<file path="src/rtl/fsk_bit_decoder.sv">
// ---------------------------------------------------------------------------
// fsk_bit_decoder
// Frames one bit period per window on top of an FSK frequency analyzer:
// clears the analyzer, lets it integrate, then compares the f0/f1 tick totals
// to decide the bit. Decided bits are packed LSB-first into words that are
// handed out on a valid/ready handshake, with a sticky overrun flag when a
// completed word has nowhere to go.
// ---------------------------------------------------------------------------
module fsk_bit_decoder #(
    parameter int CLOCK_FREQUENCY  = 50000000,
    parameter int BIT_RATE         = 1000,
    parameter int MIN_FILL_PERCENT = 25,
    parameter int BITS_PER_WORD    = 8
) (
    input  logic                     clock_i,
    input  logic                     clear_i,
    input  logic                     enable_i,
    input  logic [31:0]              f0_value_i,
    input  logic [31:0]              f1_value_i,
    output logic                     analyzer_clear_o,
    output logic                     analyzer_enable_o,
    output logic                     bit_value_o,
    output logic                     bit_valid_o,
    output logic                     bit_error_o,
    output logic [BITS_PER_WORD-1:0] word_o,
    output logic                     word_valid_o,
    input  logic                     word_ready_i,
    output logic                     overrun_o
);

    localparam int          BIT_TICKS  = CLOCK_FREQUENCY / BIT_RATE;
    // INTEGRATE spans BIT_TICKS-2 cycles with the tick counter starting at 0.
    localparam logic [31:0] LAST_TICK  = 32'(BIT_TICKS - 3);
    localparam logic [63:0] FILL_LIMIT = 64'(MIN_FILL_PERCENT) * 64'(BIT_TICKS);
    localparam logic [5:0]  WORD_BITS  = 6'(BITS_PER_WORD);

    typedef enum logic [1:0] {
        ST_IDLE      = 2'd0,
        ST_RESTART   = 2'd1,
        ST_INTEGRATE = 2'd2,
        ST_DECIDE    = 2'd3
    } state_t;

    state_t                   state_q;
    logic [31:0]              tick_q;
    logic [5:0]               bit_count_q;
    logic [BITS_PER_WORD-1:0] assembly_q;
    logic                     analyzer_clear_q;
    logic                     analyzer_enable_q;
    logic                     bit_value_q;
    logic                     bit_valid_q;
    logic                     bit_error_q;
    logic [BITS_PER_WORD-1:0] word_q;
    logic                     word_valid_q;
    logic                     overrun_q;

    logic [32:0]              sum_s;
    logic                     fill_ok_s;
    logic                     bit_ok_s;
    logic                     bit_s;
    logic [BITS_PER_WORD-1:0] mask_s;
    logic [BITS_PER_WORD-1:0] assembled_d;
    logic                     word_done_s;

    // Bit decision and word assembly candidates from the current analyzer totals.
    always_comb begin
        sum_s       = {1'b0, f0_value_i} + {1'b0, f1_value_i};
        fill_ok_s   = ((64'(sum_s) * 64'd100) >= FILL_LIMIT);
        bit_ok_s    = fill_ok_s && (f0_value_i != f1_value_i);
        bit_s       = (f1_value_i > f0_value_i);
        mask_s      = BITS_PER_WORD'(1'b1) << bit_count_q;
        if (bit_s) begin
            assembled_d = assembly_q | mask_s;
        end else begin
            assembled_d = assembly_q;
        end
        word_done_s = ((bit_count_q + 6'd1) == WORD_BITS);
    end

    // Window sequencer, bit decision register, word handoff and overrun tracking.
    always_ff @(posedge clock_i) begin
        if (!clear_i) begin
            state_q           <= ST_IDLE;
            tick_q            <= 32'd0;
            bit_count_q       <= 6'd0;
            assembly_q        <= '0;
            analyzer_clear_q  <= 1'b0;
            analyzer_enable_q <= 1'b0;
            bit_value_q       <= 1'b0;
            bit_valid_q       <= 1'b0;
            bit_error_q       <= 1'b0;
            word_q            <= '0;
            word_valid_q      <= 1'b0;
            overrun_q         <= 1'b0;
        end else begin
            // Pulses last one cycle unless a decision re-raises them below.
            bit_valid_q <= 1'b0;
            bit_error_q <= 1'b0;
            // An accepted word retires; a word loaded this same cycle overrides this.
            if (word_valid_q && word_ready_i) begin
                word_valid_q <= 1'b0;
            end
            if (!enable_i) begin
                // Abort: drop the partial word, keep anything already offered.
                state_q           <= ST_IDLE;
                tick_q            <= 32'd0;
                bit_count_q       <= 6'd0;
                assembly_q        <= '0;
                analyzer_clear_q  <= 1'b0;
                analyzer_enable_q <= 1'b0;
            end else begin
                case (state_q)
                    ST_IDLE: begin
                        state_q           <= ST_RESTART;
                        analyzer_clear_q  <= 1'b0;
                        analyzer_enable_q <= 1'b0;
                    end
                    ST_RESTART: begin
                        state_q           <= ST_INTEGRATE;
                        tick_q            <= 32'd0;
                        analyzer_clear_q  <= 1'b1;
                        analyzer_enable_q <= 1'b1;
                    end
                    ST_INTEGRATE: begin
                        tick_q <= tick_q + 32'd1;
                        if (tick_q == LAST_TICK) begin
                            state_q           <= ST_DECIDE;
                            analyzer_clear_q  <= 1'b1;
                            analyzer_enable_q <= 1'b0;
                        end else begin
                            state_q           <= ST_INTEGRATE;
                            analyzer_clear_q  <= 1'b1;
                            analyzer_enable_q <= 1'b1;
                        end
                    end
                    ST_DECIDE: begin
                        state_q           <= ST_RESTART;
                        analyzer_clear_q  <= 1'b0;
                        analyzer_enable_q <= 1'b0;
                        if (!bit_ok_s) begin
                            bit_error_q <= 1'b1;
                            bit_count_q <= 6'd0;
                            assembly_q  <= '0;
                        end else begin
                            bit_valid_q <= 1'b1;
                            bit_value_q <= bit_s;
                            if (word_done_s) begin
                                bit_count_q <= 6'd0;
                                assembly_q  <= '0;
                                if (!word_valid_q || word_ready_i) begin
                                    word_q       <= assembled_d;
                                    word_valid_q <= 1'b1;
                                end else begin
                                    overrun_q <= 1'b1;
                                end
                            end else begin
                                bit_count_q <= bit_count_q + 6'd1;
                                assembly_q  <= assembled_d;
                            end
                        end
                    end
                    default: begin
                        state_q           <= ST_IDLE;
                        analyzer_clear_q  <= 1'b0;
                        analyzer_enable_q <= 1'b0;
                    end
                endcase
            end
        end
    end

    assign analyzer_clear_o  = analyzer_clear_q;
    assign analyzer_enable_o = analyzer_enable_q;
    assign bit_value_o       = bit_value_q;
    assign bit_valid_o       = bit_valid_q;
    assign bit_error_o       = bit_error_q;
    assign word_o            = word_q;
    assign word_valid_o      = word_valid_q;
    assign overrun_o         = overrun_q;

endmodule

</file>
<file path="config.mk">
export PLATFORM = sky130hd
export DESIGN_NAME = fsk_bit_decoder
export DESIGN_NICKNAME = d
export VERILOG_FILES = /design/src/rtl/fsk_bit_decoder.sv
export SDC_FILE = /design/constraint.sdc
export NUM_CORES = 1
export LEC_CHECK = 0
export ABC_AREA = 1
export ABC_CLOCK_PERIOD_IN_PS = 6300
export BUFFER_PORTS_ARGS = -buffer_cell sky130_fd_sc_hd__buf_2
export CORE_ASPECT_RATIO = 0.6
export CORE_UTILIZATION = 35
export CTS_BUF_LIST = sky130_fd_sc_hd__clkbuf_2 sky130_fd_sc_hd__clkbuf_4 sky130_fd_sc_hd__clkbuf_8
export CTS_CLUSTER_DIAMETER = 120
export DETAILED_ROUTE_END_ITERATION = 10
export GPL_TIMING_DRIVEN = 1
export MAX_ROUTING_LAYER = met4
export SYNTH_ARGS = -nofsm -noshare
export SYNTH_HDL_FRONTEND = slang
export SYNTH_SLANG_ARGS = --single-unit
</file>
<file path="constraint.sdc">
create_clock -name clock_i -period 6.3 [get_ports clock_i]
set_clock_uncertainty 0.1 [all_clocks]
set_input_delay 0.315 -clock clock_i [delete_from_list [all_inputs] [get_ports clock_i]]
set_output_delay 0.315 -clock clock_i [all_outputs]
set_load 0.02 [all_outputs]
</file>
# Yosys cells after proc, flatten, opt, wreduce, memory -nomap -nowiden
# Index checks and enable logic that the tools add are counted.
[word_totals]
ff_bits = 63
latch_bits = 0
ramBits = 0
mem_bits_ro = 0
inputBits = 68
out_inout_bits = 15
wordCells = 59
mem_count = 0
[classes]
n_addsub = 3
n_mul = 1
n_div = 0
magnitude_cmp = 2
eq_ne = 6
n_shift = 1
n_mux = 19
n_bitwise = 2
n_reduce_logical = 13
[op_table]
columns = ["operator", "count"]
rows = [
  ["32-bit one-hot mux with 2 select lines", 1],
  ["40-bit by 21-bit greater-or-equal comparator with 1-bit output, second input constant", 1],
  ["33-bit by 5-bit multiplier with 38-bit output, second input constant", 1],
  ["32-bit by 32-bit adder with 33-bit output", 1],
  ["32-bit by 1-bit adder with 32-bit output, second input constant", 1],
  ["32-bit by 16-bit == test with 1-bit output, second input constant", 1],
  ["32-bit greater-than comparator", 1],
  ["32-bit != test", 1],
  ["8-bit two-way mux", 3],
  ["6-bit two-way mux", 2],
  ["1-bit two-way mux", 10],
  ["5-bit AND reduction", 2],
  ["8-bit OR", 1],
  ["1-bit by 6-bit << shifter with 8-bit output, first input constant", 1],
  ["6-bit by 1-bit adder with 6-bit output, second input constant", 1],
  ["6-bit by 4-bit == test with 1-bit output, second input constant", 1],
  ["2-bit one-hot mux with 3 select lines", 1],
  ["3-bit AND reduction", 2],
  ["2-bit == test, second input constant", 2],
  ["2-bit OR reduction", 2],
  ["1-bit one-hot mux with 3 select lines", 1],
  ["2-bit by 1-bit == test with 1-bit output, second input constant", 1],
  ["1-bit logical AND", 2],
  ["2-bit logical NOT", 1],
  ["6 further kinds", 6],
]

# Depth between registers and ports, before layout
# Gate-level depths: netlist (run 1).
[logic_depth]
depth_word = 7
ltp_mapped = 44
mapped_depth_nobuf = 44

# Least setup slack after synthesis (run 1)
# Ideal clock, no wire load.
[synth_path]
path_kind = "input-to-reg"
start = "in f0_value_i[0]"
end = "reg bit_count_q[0]"
setup_ns = 0.120
arrival_ns = 5.208
required_ns = 6.080
slack_ns = 0.872
path_stages = 40
n_path_buf = 1
path_cell_list = "ha_1 > inv_1 > fa_1 > o21ai_1 > nand2_1 > nand3_1 > nand2_1 > inv_1 > a21oi_2 > o21ai_1 > nand2_1 > o211ai_2 > nand3_1 > nand2_1 > xor2_1 > inv_1 > ha_1 > ha_1 > [... 4 more ...] > nand2_1 > nor2_1 > and2_1 > and2_1 > nand2_1 > nand2_1 > nand2_1 > nand2_1 > nand2_1 > inv_1 > nand2_1 > nor2_2 > nand3_2 > nand2_1 > inv_2 > buf_6 > nand2_4 > a21oi_1"
[synth_between]
elab_chain_len = 5
elab_cells_between_ends = 6
classes_between = "add/sub: 1; mul: 1; order compare: 1; eq/ne: 1; mux: 1; reduce/logical: 1"
[synth_rtl]
columns = ["element", "line", "source"]
rows = [
  ["start, declared", "18", "input logic [31:0] f0_value_i,"],
  ["32-bit by 32-bit adder with 33-bit output", "67", "sum_s = {1'b0, f0_value_i} + {1'b0, f1_value_i};"],
  ["33-bit by 5-bit multiplier with 38-bit output", "68", "fill_ok_s = ((64'(sum_s) * 64'd100) >= FILL_LIMIT);"],
  ["40-bit by 21-bit greater-or-equal comparator with 1-bit output", "68", ""],
  ["1-bit logical AND *", "69", "bit_ok_s = fill_ok_s && (f0_value_i != f1_value_i);"],
  ["6-bit two-way mux *", "140", "if (!bit_ok_s) begin"],
  ["end signal, assigned", "157", "bit_count_q <= bit_count_q + 6'd1;"],
  ["end, declared", "46", "logic [5:0] bit_count_q;"],
]
# Every way passes the cells marked *; elsewhere a longest branch is shown, timed or not.
# A chain may end at the register's enable or synchronous reset.

# Worst setup path in the final report (run 1)
[layout_path]
start = "in f0_value_i[2]"
end = "reg bit_value_q, in the netlist bit_value_o"
[layout_between]
elab_chain_len = 5
elab_cells_between_ends = 7
classes_between = "add/sub: 1; mul: 1; order compare: 2; eq/ne: 1; reduce/logical: 2"
[layout_rtl]
columns = ["element", "line", "source"]
rows = [
  ["32-bit by 32-bit adder with 33-bit output", "67", ""],
  ["33-bit by 5-bit multiplier with 38-bit output", "68", ""],
  ["40-bit by 21-bit greater-or-equal comparator with 1-bit output", "68", ""],
  ["1-bit logical AND", "69", ""],
  ["3-bit AND reduction (no source line)", "--", ""],
  ["end signal, assigned", "146", "bit_value_q <= bit_s;"],
  ["end, declared", "50", "logic bit_value_q;"],
]
# Several ways; a longest one is shown, not always the timed one.

==> results of run 1 <==
worst max-delay path: cells and delay by family:
| kind | cells | cell delay (ns) |
|---|---|---|
| AO/OA/AOI/OAI | 5 | 0.84 |
| XOR/XNOR | 1 | 0.30 |
| adder cells (fa/ha/maj) | 5 | 1.88 |
| buffers and inverters | 7 | 0.58 |
| AND/OR/NAND/NOR | 20 | 1.97 |
power by group:
part / leakage [uW] / switching [uW] / internal, uW / total, uW
clock: 0.000110 / 160 / 207 / 366
combinational: 0.00563 / 3190 / 1740 / 4930
sequential: 0.000500 / 1.33 / 393 / 395
total: 0.00624 / 3350 / 2340 / 5690
cells by family after synthesis:
logic type	Yosys count
xor+xnor	55
simple gates	709
flops	62
buf+inv	404
compound gates	205
fa+ha+maj	203
worst paths after layout:
kind	start	endpoint	cells past startpoint
max	f0_value_i[2]	bit_value_o	38
min	word_ready_i	overrun_o	4
max reg2reg	state_q[0]	tick_q[8]	8
min reg2reg	assembly_q[1]	assembly_q[1]	2
what timing repair did:
item,in CTS,in global routing
setup buffers,0,1
resized for setup,0,14
setup endpoints to repair,0,27
layout by cell type, fill, tap and decap left out, types with 3 or more instances in the layout:
cell type	instances
nand2_1	385
inv_1	378
o211ai_1	6
buf_2	82
o21ai_0	37
nand3_2	5
o21ai_1	3
nor2_1	160
fa_1	25
buf_4	12
and2_1	6
xnor2_1	11
nor4_1	11
nand3b_1	3
a21oi_1	109
inv_2	15
o21a_1	5
nand3_1	54
a31oi_1	4
a21o_1	3
nand2_2	10
ha_1	176
clkbuf_8	11
dfxtp_1	62
xor2_1	38
nand4_1	16
clkinv_2	3
nor3_1	31
a211oi_1	3
nor2_2	16
a21oi_2	3
o21bai_1	17
xor2_2	6
flip-flops by register name, summed over array words and instances (netlist names), 2 cells and up:
signal	flops
assembly_q	8
state_q	2
tick_q	32
bit_count_q	6
word_o	8
metal layers:
metal  track usage  vias up
met5             -        -
met4       0.01724        0
met3       0.02475       15
met2        0.2464      255
met1        0.2971     4353
li1              -     5266
metrics by stage:
stage | hold slack, ns | total power (uW) | worst slack [ns] | util
6_report | 0.1882 | 5693 | 0.5423 | 0.3969
5_1_grt | 0.2028 | 6439 | 0.01293 | 0.3969
4_1_cts | 0.1749 | 5655 | 0.3717 | 0.3944
3_5_place_dp | 0.3473 | 5250 | 0.02034 | 0.3872
3_3_place_gp | 0.3439 | 5231 | 0.03780 | 0.3872
2_1_floorplan | 0.3372 | 4066 | 0.8720 | -
layout make-up:
type / count / area, um^2
Clock buffer: 12 / 158.9
Sequential cell: 62 / 1241
Fill cell: 3059 / 17310
Clock inverter: 4 / 45.04
Multi-Input combinational cell: 1172 / 7500
Timing Repair Buffer: 94 / 500.5
Tap cell: 375 / 469.2
Inverter: 394 / 1479
==> summary.txt, run 1 <==
Status: finished clean
Mapped Area: 10210 um^2
GPL Wtd Cong: 0.9174
Setup TNS: 0 ns
Hold Path Class: in2reg
Final hold vios: 0
Layout cell share with drive strength beyond 1: 0.1036
DR iter-0 viols: 608
Min Tclk post-route: 5.758 ns
Most frequent cells after synthesis: 386 x nand2_1, 378 x inv_1, 177 x ha_1
Total gr overflow: 0
N_diodes: 0
Arr. time, crit path: 5.90 ns
Flop2flop setup slack: 3.39 ns
Post-synth EDFFs: 0
H-tree depth: 3
Post-Syn Area per Cell: 6.233 um^2
CTS Root Cell: clkbuf_8
CTS Buf Count: 9
Main combinational cell family by area after synthesis: simple AND/OR/NAND/NOR gates
Drt via density: 4.680
Pleak: 0.006238 uW
Slew margin rel.: 0.5113
Pins Over Slew Limit: 0
Hold bufs inserted after CTS: 0
Quantity of I/O buffers inserted on ports: 82
Synth warn: 0
Worst-path clk slew: 0.06 ns
Tightest Pin Transition: 0.7323 ns
Initial antenna violation count: 0
Post-place instance area: 11120 um^2
Top cell type's share of synthesized area: 0.2169
Worst setup SP type: primary input
Final WL: 26.47 mm
Post-synth ARST share: 0
Die Y: 134.3 um
Skew-Pair Late Insertion Delay: 0.35 ns
Avg WL per Cell: 12.53 um
Post-synthesis mux area share: 0
CP max stage cell: fa_1
Synthesized net count: 1909
CP endpoint kind: flip-flop
CTS Sinks: 62
First drt pass iteration count: 5
Die span in x: 222.5 um
Length of routed wiring on met1: 15.47 mm
Maximum capacitance violations: 0
Total GRT Usage: 0.1861
CTS tree: yes
Largest fanout on the critical path: 11
Dominant cells by area after synthesis: ha_1 22%, nand2_1 14%, inv_1 14%
DRC viols: 0
Fin crit share: 0.9139
Post-Layout Inst Area: 11390 um^2
Detailed-route via count: 9889
Crit path top cell by count: nand2_1
Row cnt: 48
Sequential share of the synthesized area: 0.1216
Slowest cell delay on critical path: 0.47 ns
Post-Synth XOR/XNOR Area: 0.04865
Post-Synthesis Cells: 1638
Boundary Pins: 83
Register bit total from synthesis: 62
Compound-Gate Fraction of Synth Area: 0.1163
Cell Count Post-Placement: 2096
First-pass GRT wire length: 44.94 mm
CP Data Required Time: 6.44 ns
Crit Path Class: in2reg
Starting Density: 0.3556
DR top layer: met4
Final setup fails: 0
DP HPWL: 22.98 mm
Vias in the first global route: 9207
Cell taking the most area after synthesis: ha_1
Bufs on Longest Clock Path: 2
RSZ-0062 raised after global routing: false
Yosys cell types: 52
Post-Synth Simple-Gate Area: 0.2953
Main synth FF type: dfxtp_1
Non-filler cells in the finished layout: 2113
# nets final: 2004
Power Dens Cells: 499.7 nW/um^2
VDD IR max: 0.2406 mV
Area grow syn2layout: 11.59%
Largest net degree at the start of global routing: 26
Met2 routed WL: 9.449 mm
Fmax: 0.1737 GHz
DRT antenna net count: 0
Core area: 28710 um^2
Adder-cell share of the synthesized area: 0.2679
Metal3 WL: 1.425 mm
Most frequent cell after synthesis: nand2_1
Die area: 29880 um^2
Note: power is estimated with default switching activity, not from simulation.
==> run 2, diff against run 1 <==
- ABC_AREA: 1 -> default
==> run 2 against run 1 <==
  * The flow now finishes with violations (negative setup slack)
  * Non-clock buffer count up 247
  * First-iteration DRC count down 8.7%
  * Design area up 16%
  * Register-to-register slack worse by 0.32 ns
  * Critical endpoint is now word_o[4]
  * Largest power group unchanged
==> summary.txt, run 2 <==
Status: complete, but fails checks
Violated checks: negative setup slack
Top reg by flops: tick_q
Die Y: 128.4 um (-4.4%)
GPL Wtd Cong: 0.8804 (-4.0%)
Vias in the first global route: 9001 (-2.2%)
Main synth FF type: dfxtp_1
Area grow syn2layout: 41.53%
RSZ-0062 raised after global routing: true
Largest net degree at the start of global routing: 33 (+27%)
Dominant cells by area after synthesis: ha_1 24%, dfxtp_1 13%, inv_1 6.5%
DR iter-0 viols: 555 (-8.7%)
Post-synth ARST share: 0 (unchanged)
CTS Root Cell: clkbuf_8
CTS tree: yes
Final hold vios: 0 (unchanged)
Quantity of I/O buffers inserted on ports: 82 (unchanged)
Initial antenna violation count: 0 (unchanged)
Most common cell after layout, fill and taps aside: buf_4
Pleak: 0.006141 uW (-1.6%)
Crit Path Class: in2reg
Most frequent cell after synthesis: ha_1
Yosys cell types: 78 (+50%)
H-tree depth: 3 (unchanged)
Total GRT Usage: 0.2098 (+0.02369)
Row cnt: 45 (-6.3%)
Crit path top cell by count: ha_4
Metal3 WL: 1.016 mm (-29%)
Drt via density: 5.108 (+9.1%)
Cell taking the most area after synthesis: ha_1
Arr. time, crit path: 6.82 ns (+0.92 ns)
Starting Density: 0.3620 (+0.006374)
Length of routed wiring on met1: 15.18 mm (-1.9%)
Power Dens Cells: 543.8 nW/um^2 (+8.8%)
N_diodes: 0 (unchanged)
Hold Path Class: in2reg
VDD IR max: 0.3102 mV (+29%)
Register bit total from synthesis: 62 (unchanged)
Slowest cell delay on critical path: 0.43 ns (-0.04 ns)
Non-filler cells in the finished layout: 1871 (-11%)
Post-Syn Area per Cell: 7.750 um^2 (+24%)
Detailed-route via count: 9557 (-3.4%)
CP Data Required Time: 6.45 ns (about the same)
CP endpoint kind: flip-flop
Worst setup SP type: primary input
Core area: 25730 um^2 (-10%)
Bufs on Longest Clock Path: 2 (unchanged)
DRT antenna net count: 0 (unchanged)
Layout cell share with drive strength beyond 1: 0.3338 (+0.2302)
Final WL: 28.23 mm (+6.6%)
Maximum capacitance violations: 0 (unchanged)
Fin crit share: 1.058 (+0.1444)
Min Tclk post-route: 6.668 ns (+0.9098 ns)
Setup WS pre-CTS: -1.003 ns (-1.024 ns)
Most frequent cells in the layout: 255 x buf_4, 155 x inv_1, 145 x ha_1
Fmax: 0.1500 GHz (-14%)
Post-synth EDFFs: 0 (unchanged)
Post-Synthesis Cells: 1202 (-27%)
Most frequent cells after synthesis: 177 x ha_1, 162 x inv_1, 98 x nor2_1
Die span in x: 212.6 um (-4.4%)
First-pass GRT wire length: 45.12 mm (+0.40%)
DR top layer: met4
Avg WL per Cell: 15.09 um (+20%)
DRC viols: 0 (unchanged)
Hold slack: 0.1372 ns (-0.05105 ns)
# nets final: 1785 (-11%)
Synth warn: 0 (unchanged)
Met2 routed WL: 11.64 mm (+23%)
CP max stage cell: o41a_1
CTS Buf Count: 9 (unchanged)
Die area: 27290 um^2 (-8.7%)
Synthesized net count: 1473 (-23%)
Slew margin rel.: 0.3206 (-0.1906)
Skew-Pair Late Insertion Delay: 0.35 ns (about the same)
CTS Sinks: 62 (unchanged)
Cell Count Post-Placement: 1842 (-12%)
Final WS setup: -0.3675 ns (-0.9098 ns)
Largest fanout on the critical path: 8 (-3)
Tightest Pin Transition: 1.015 ns (+0.2830 ns)
Boundary Pins: 83 (unchanged)
Worst-path clk slew: 0.07 ns (about the same)
DP HPWL: 23.28 mm (+1.3%)
First drt pass iteration count: 6 (+1)
Final setup fails: 27 (+27)
Top cell type's share of synthesized area: 0.2377 (+0.02083)
Mapped Area: 9315 um^2 (-8.8%)
Max reg flops: 32 (unchanged)
Sequential share of the synthesized area: 0.1332 (+0.01168)
Pins Over Slew Limit: 0 (unchanged)
Total gr overflow: 0 (unchanged)
## run 2: layout make-up
cell class	count	area (um^2)
sequential	62	1241
fill	2425	12550
timing repair buffer	341	2436
clock inverter	6	61.31
tap	352	440.4
clock buffer	10	131.4
multi-input combinational	936	8250
inverter	164	623.1
## run 2: stage by stage
| step | total power (uW) | utilization | setup TNS (ns) | cell area, um^2 |
|---|---|---|---|---|
| after detailed placement | 6314 | 0.4699 | -25.30 | 12090 |
| final | 7169 | 0.5124 | -8.166 | 13180 |
| after floorplan | 3927 | - | -0.8181 | 9590 |
| after global placement | 6220 | 0.4699 | -22.98 | 12090 |
| after CTS | 6910 | 0.4985 | -3.572 | 12830 |
| after global routing | 7787 | 0.5124 | -12.88 | 13180 |
## run 2: path summary, 6_finish.rpt
path                            cells past startpoint           start  slack, ns       endpoint
worst max-delay path                               29  f0_value_i[15]      -0.37      word_o[4]
worst min-delay path                                2         clear_i       0.14    bit_value_o
worst max register to register                     10      state_q[0]       3.07     tick_q[25]
worst min register to register                      2   assembly_q[0]       0.38  assembly_q[0]
## run 2: cells by family (layout without fill, tap and decap cells)
group / count (synthesis) / in the layout / synth area share
flops: 62 / 62 / 0.1332
simple gates: 349 / 349 / 0.1893
fa+ha+maj: 203 / 203 / 0.2936
compound gates: 295 / 295 / 0.2138
mux: 1 / 1 / 0.001209
xor+xnor: 88 / 88 / 0.08274
buf+inv: 204 / 521 / 0.08610
## run 2: layer usage
layer,vias up,GRT usage
li1,4859,-
met1,4484,0.3151
met2,190,0.2982
met3,24,0.02172
met4,0,0.04274
met5,-,-
## run 2: critical path, delay by kind of cell
| family | cells | cell delay (ns) |
|---|---|---|
| AOI/OAI and AO/OA | 13 | 3.10 |
| and+or+nand+nor | 7 | 1.56 |
| adders and majority gates | 5 | 1.25 |
| buffers and inverters | 3 | 0.43 |
| xor gates and xnor gates | 1 | 0.17 |
## run 2: repair_timing
| action | CTS | global route |
|---|---|---|
| resized for setup | 88 | 47 |
| buffers inserted | 9 | 6 |
| hold buffers | 0 | 0 |
| endpoints found under the setup margin | 27 | 27 |
| pin swaps | 44 | 12 |
## run 2: report_power, final
part | switching [uW] | total, uW | internal, uW
logic | 3270 | 6430 | 3160
clock network | 156 | 342 | 186
registers | 1.31 | 395 | 393
==> run 3, diff against run 2 <==
- CORE_MARGIN: default -> 2
==> run 3 against run 2 <==
  * The flow still finishes with violations (negative setup slack)
  * Sequential power is essentially flat
  * Combinational power shrank 3%
  * Register-to-register slack lost 0.05 ns
  * Die area grew 2.5%
  * First-iteration DRC count grew 9.7%
  * Flip-flop and latch count is the same
  * Power shrank 1.9%
  * Clock-buffer cell count grew 2
  * Critical path type unchanged
  * Critical endpoint is now bit_count_q[3]
  * Largest cell class unchanged
==> summary.txt, run 3 (synthesized netlist as in run 2, its figures left out) <==
R2R Path End: tick_q[28]
Final setup fails: 27 (unchanged)
Largest fanout on the critical path: 7 (-1)
DR iter-0 viols: 609 (+9.7%)
Tightest Pin Transition: 1.342 ns (+0.3264 ns)
# nets final: 1776 (-0.50%)
Pins Over Slew Limit: 0 (unchanged)
Vias in the first global route: 9044 (+0.48%)
Sw frac: 0.4714 (-0.006530)
Global Route met2 Usage: 0.3058 (+0.007613)
Hold slack: 0.1392 ns (+0.002052 ns)
DP HPWL: 23.09 mm (-0.81%)
Quantity of I/O buffers inserted on ports: 82 (unchanged)
FF-to-FF Start: state_q[0]
RSZ-0062 raised after global routing: true
Final hold vios: 0 (unchanged)
CP max stage cell: fa_1
Total gr overflow: 0 (unchanged)
CP endpoint kind: flip-flop
Cell Count Post-Placement: 1838 (-0.22%)
Clk pwr share: 0.056 (+0.008)
Row cnt: 46 (+2.2%)
Fmax: 0.1537 GHz (+2.5%)
Die Y: 130.4 um (+1.6%)
Layout cell share with drive strength beyond 1: 0.3311 (-0.002646)
Top reg by flops: tick_q
Crit Path Class: in2reg
CP Data Required Time: 6.40 ns (-0.05 ns)
CTS tree: yes
Most frequent cells in the layout: 244 x buf_4, 152 x inv_1, 144 x ha_1
Worst setup SP type: primary input
Hold bufs inserted after CTS: 0 (unchanged)
Crit path top cell by count: ha_4
Violated checks: negative setup slack
Final WS setup: -0.2053 ns (+0.1623 ns)
Reg2Reg Depth: 13 (+3)
Pleak: 0.006112 uW (-0.48%)
Core area: 26300 um^2 (+2.2%)
Die area: 27980 um^2 (+2.5%)
Die span in x: 214.6 um (+0.94%)
Worst hold start: clear_i
Hold Path Class: in2reg
Area grow syn2layout: 41.60% (about the same)
Met3 Usage GRT: 0.01273 (-0.008992)
CTS Root Cell: clkbuf_8
Slew margin rel.: 0.1022 (-0.2184)
VDD IR max: 0.2910 mV (-6.2%)
Fin crit share: 1.033 (-0.02576)
Internal power: 3716 uW (-0.72%)
Boundary Pins: 83 (unchanged)
Final WL: 28.05 mm (-0.66%)
Largest net degree at the start of global routing: 33 (unchanged)
H-tree depth: 3 (unchanged)
Global Route met1 Usage: 0.2998 (-0.01530)
Fillers: 2482 (+2.4%)
DRC viols: 0 (unchanged)
N_diodes: 0 (unchanged)
Avg WL per Cell: 15.00 um (-0.60%)
Starting Density: 0.3542 (-0.007870)
Sw Pwr: 3314 uW (-3.3%)
Most common cell after layout, fill and taps aside: buf_4
Worst-path clk slew: 0.07 ns (about the same)
Sequential share of power: 0.056 (about the same)
Skew-Pair Late Insertion Delay: 0.34 ns (about the same)
Hold endpoint: bit_value_o
Status: complete, but fails checks
Total GRT Usage: 0.2024 (-0.007383)
Min Tclk post-route: 6.505 ns (-0.1623 ns)
GPL Wtd Cong: 0.9026 (+2.5%)
CTS Sinks: 62 (unchanged)
Power Dens Cells: 533.0 nW/um^2 (-2.0%)
Detailed-route via count: 9503 (-0.57%)
Initial antenna violation count: 0 (unchanged)
Most used routing layer: met2
Maximum capacitance violations: 0 (unchanged)
Max reg flops: 32 (unchanged)
WHS Path Cells: 2 (unchanged)
CTS Buf Count: 9 (unchanged)
DRT antenna net count: 0 (unchanged)
Arr. time, crit path: 6.61 ns (-0.21 ns)
First-pass GRT wire length: 45.34 mm (+0.49%)
Logic gate share of total power: 0.887 (-0.010)
Drt via density: 5.082 (-0.51%)
First drt pass iteration count: 7 (+1)
Non-filler cells in the finished layout: 1870 (-0.053%)
Bufs on Longest Clock Path: 2 (unchanged)
Flop2flop setup slack: 3.02 ns (-0.05 ns)
Slowest cell delay on critical path: 0.41 ns (-0.02 ns)
run 3: cell types whose count changed in the layout (fill, tap and decap cells not counted), moves of 3 or more:
cell	previous run	this run
buf_4	255	244
buf_6	5	10
a21oi_4	3	7
a21oi_2	19	16
inv_1	155	152
inv_2	5	8
run 3: how the worst max path moves through the flow:
stage                     slack (ns)              to           start
final                          -0.21  bit_count_q[3]   f1_value_i[0]
after global routing           -0.45  bit_count_q[2]   f0_value_i[1]
after CTS                      -0.24  bit_count_q[3]  f0_value_i[16]
after detailed placement       -0.93   assembly_q[4]   f0_value_i[0]
after global placement         -0.85   assembly_q[0]   f0_value_i[1]
after floorplan                -0.11     bit_value_o   f1_value_i[4]
run 3: worst max-delay path: cells and delay by family:
| kind | cells | cell delay [ns] |
|---|---|---|
| AO/OA/AOI/OAI | 12 | 2.59 |
| adder cells (fa/ha/maj) | 6 | 1.61 |
| buffers and inverters | 5 | 0.62 |
| AND/OR/NAND/NOR | 6 | 1.32 |
| XOR/XNOR | 1 | 0.14 |
run 3: final cells by class:
cell class,instances,area [um^2],share of cell area
Clock buffer,12,152.6,0.01157
Clock inverter,4,70.07,0.005312
Inverter,164,623.1,0.04724
Multi-Input combinational cell,936,8263,0.6264
Sequential cell,62,1241,0.09410
Tap cell,360,450.4,0.03415
Timing Repair Buffer,332,2390,0.1812
run 3: routing by layer:
layer  vias to the layer above  wire length (um)
met5                         -                 0
met4                         0               251
met3                        19              1003
met2                       203             11750
met1                      4437             15050
li1                       4844                 -
run 3: power by group through the flow:
| stage | Sequential, uW | Clock (uW) | Combinational (uW) |
|---|---|---|---|
| 2_1_floorplan | 404 | 0 | 3520 |
| 4_1_cts | 395 | 402 | 6030 |
| 6_report | 395 | 396 | 6240 |
| 5_1_grt | 395 | 416 | 6860 |
| 3_3_place_gp | 403 | 0 | 5700 |
| 3_5_place_dp | 404 | 0 | 5760 |
run 3: timing repair:
action / 4_1_cts / 5_1_grt
pin swaps: 56 / 53
setup endpoints to repair: 27 / 27
resized for setup: 96 / 50
buffers inserted: 9 / 9
hold endpoints to repair: 0 / 0
run 3: per-stage QoR:
step           TNS (ns)    util  power, uW  worst slack (ns)  cell area, um^2
2_1_floorplan   -0.8181       -       3927           -0.1076             9590
3_3_place_gp     -21.19  0.4571       6099           -0.8550            12020
3_5_place_dp     -23.16  0.4571       6165           -0.9349            12020
4_1_cts          -3.993  0.4897       6828           -0.2440            12880
5_1_grt          -10.97  0.5015       7667           -0.4457            13190
6_report         -4.436  0.5015       7030           -0.2053            13190
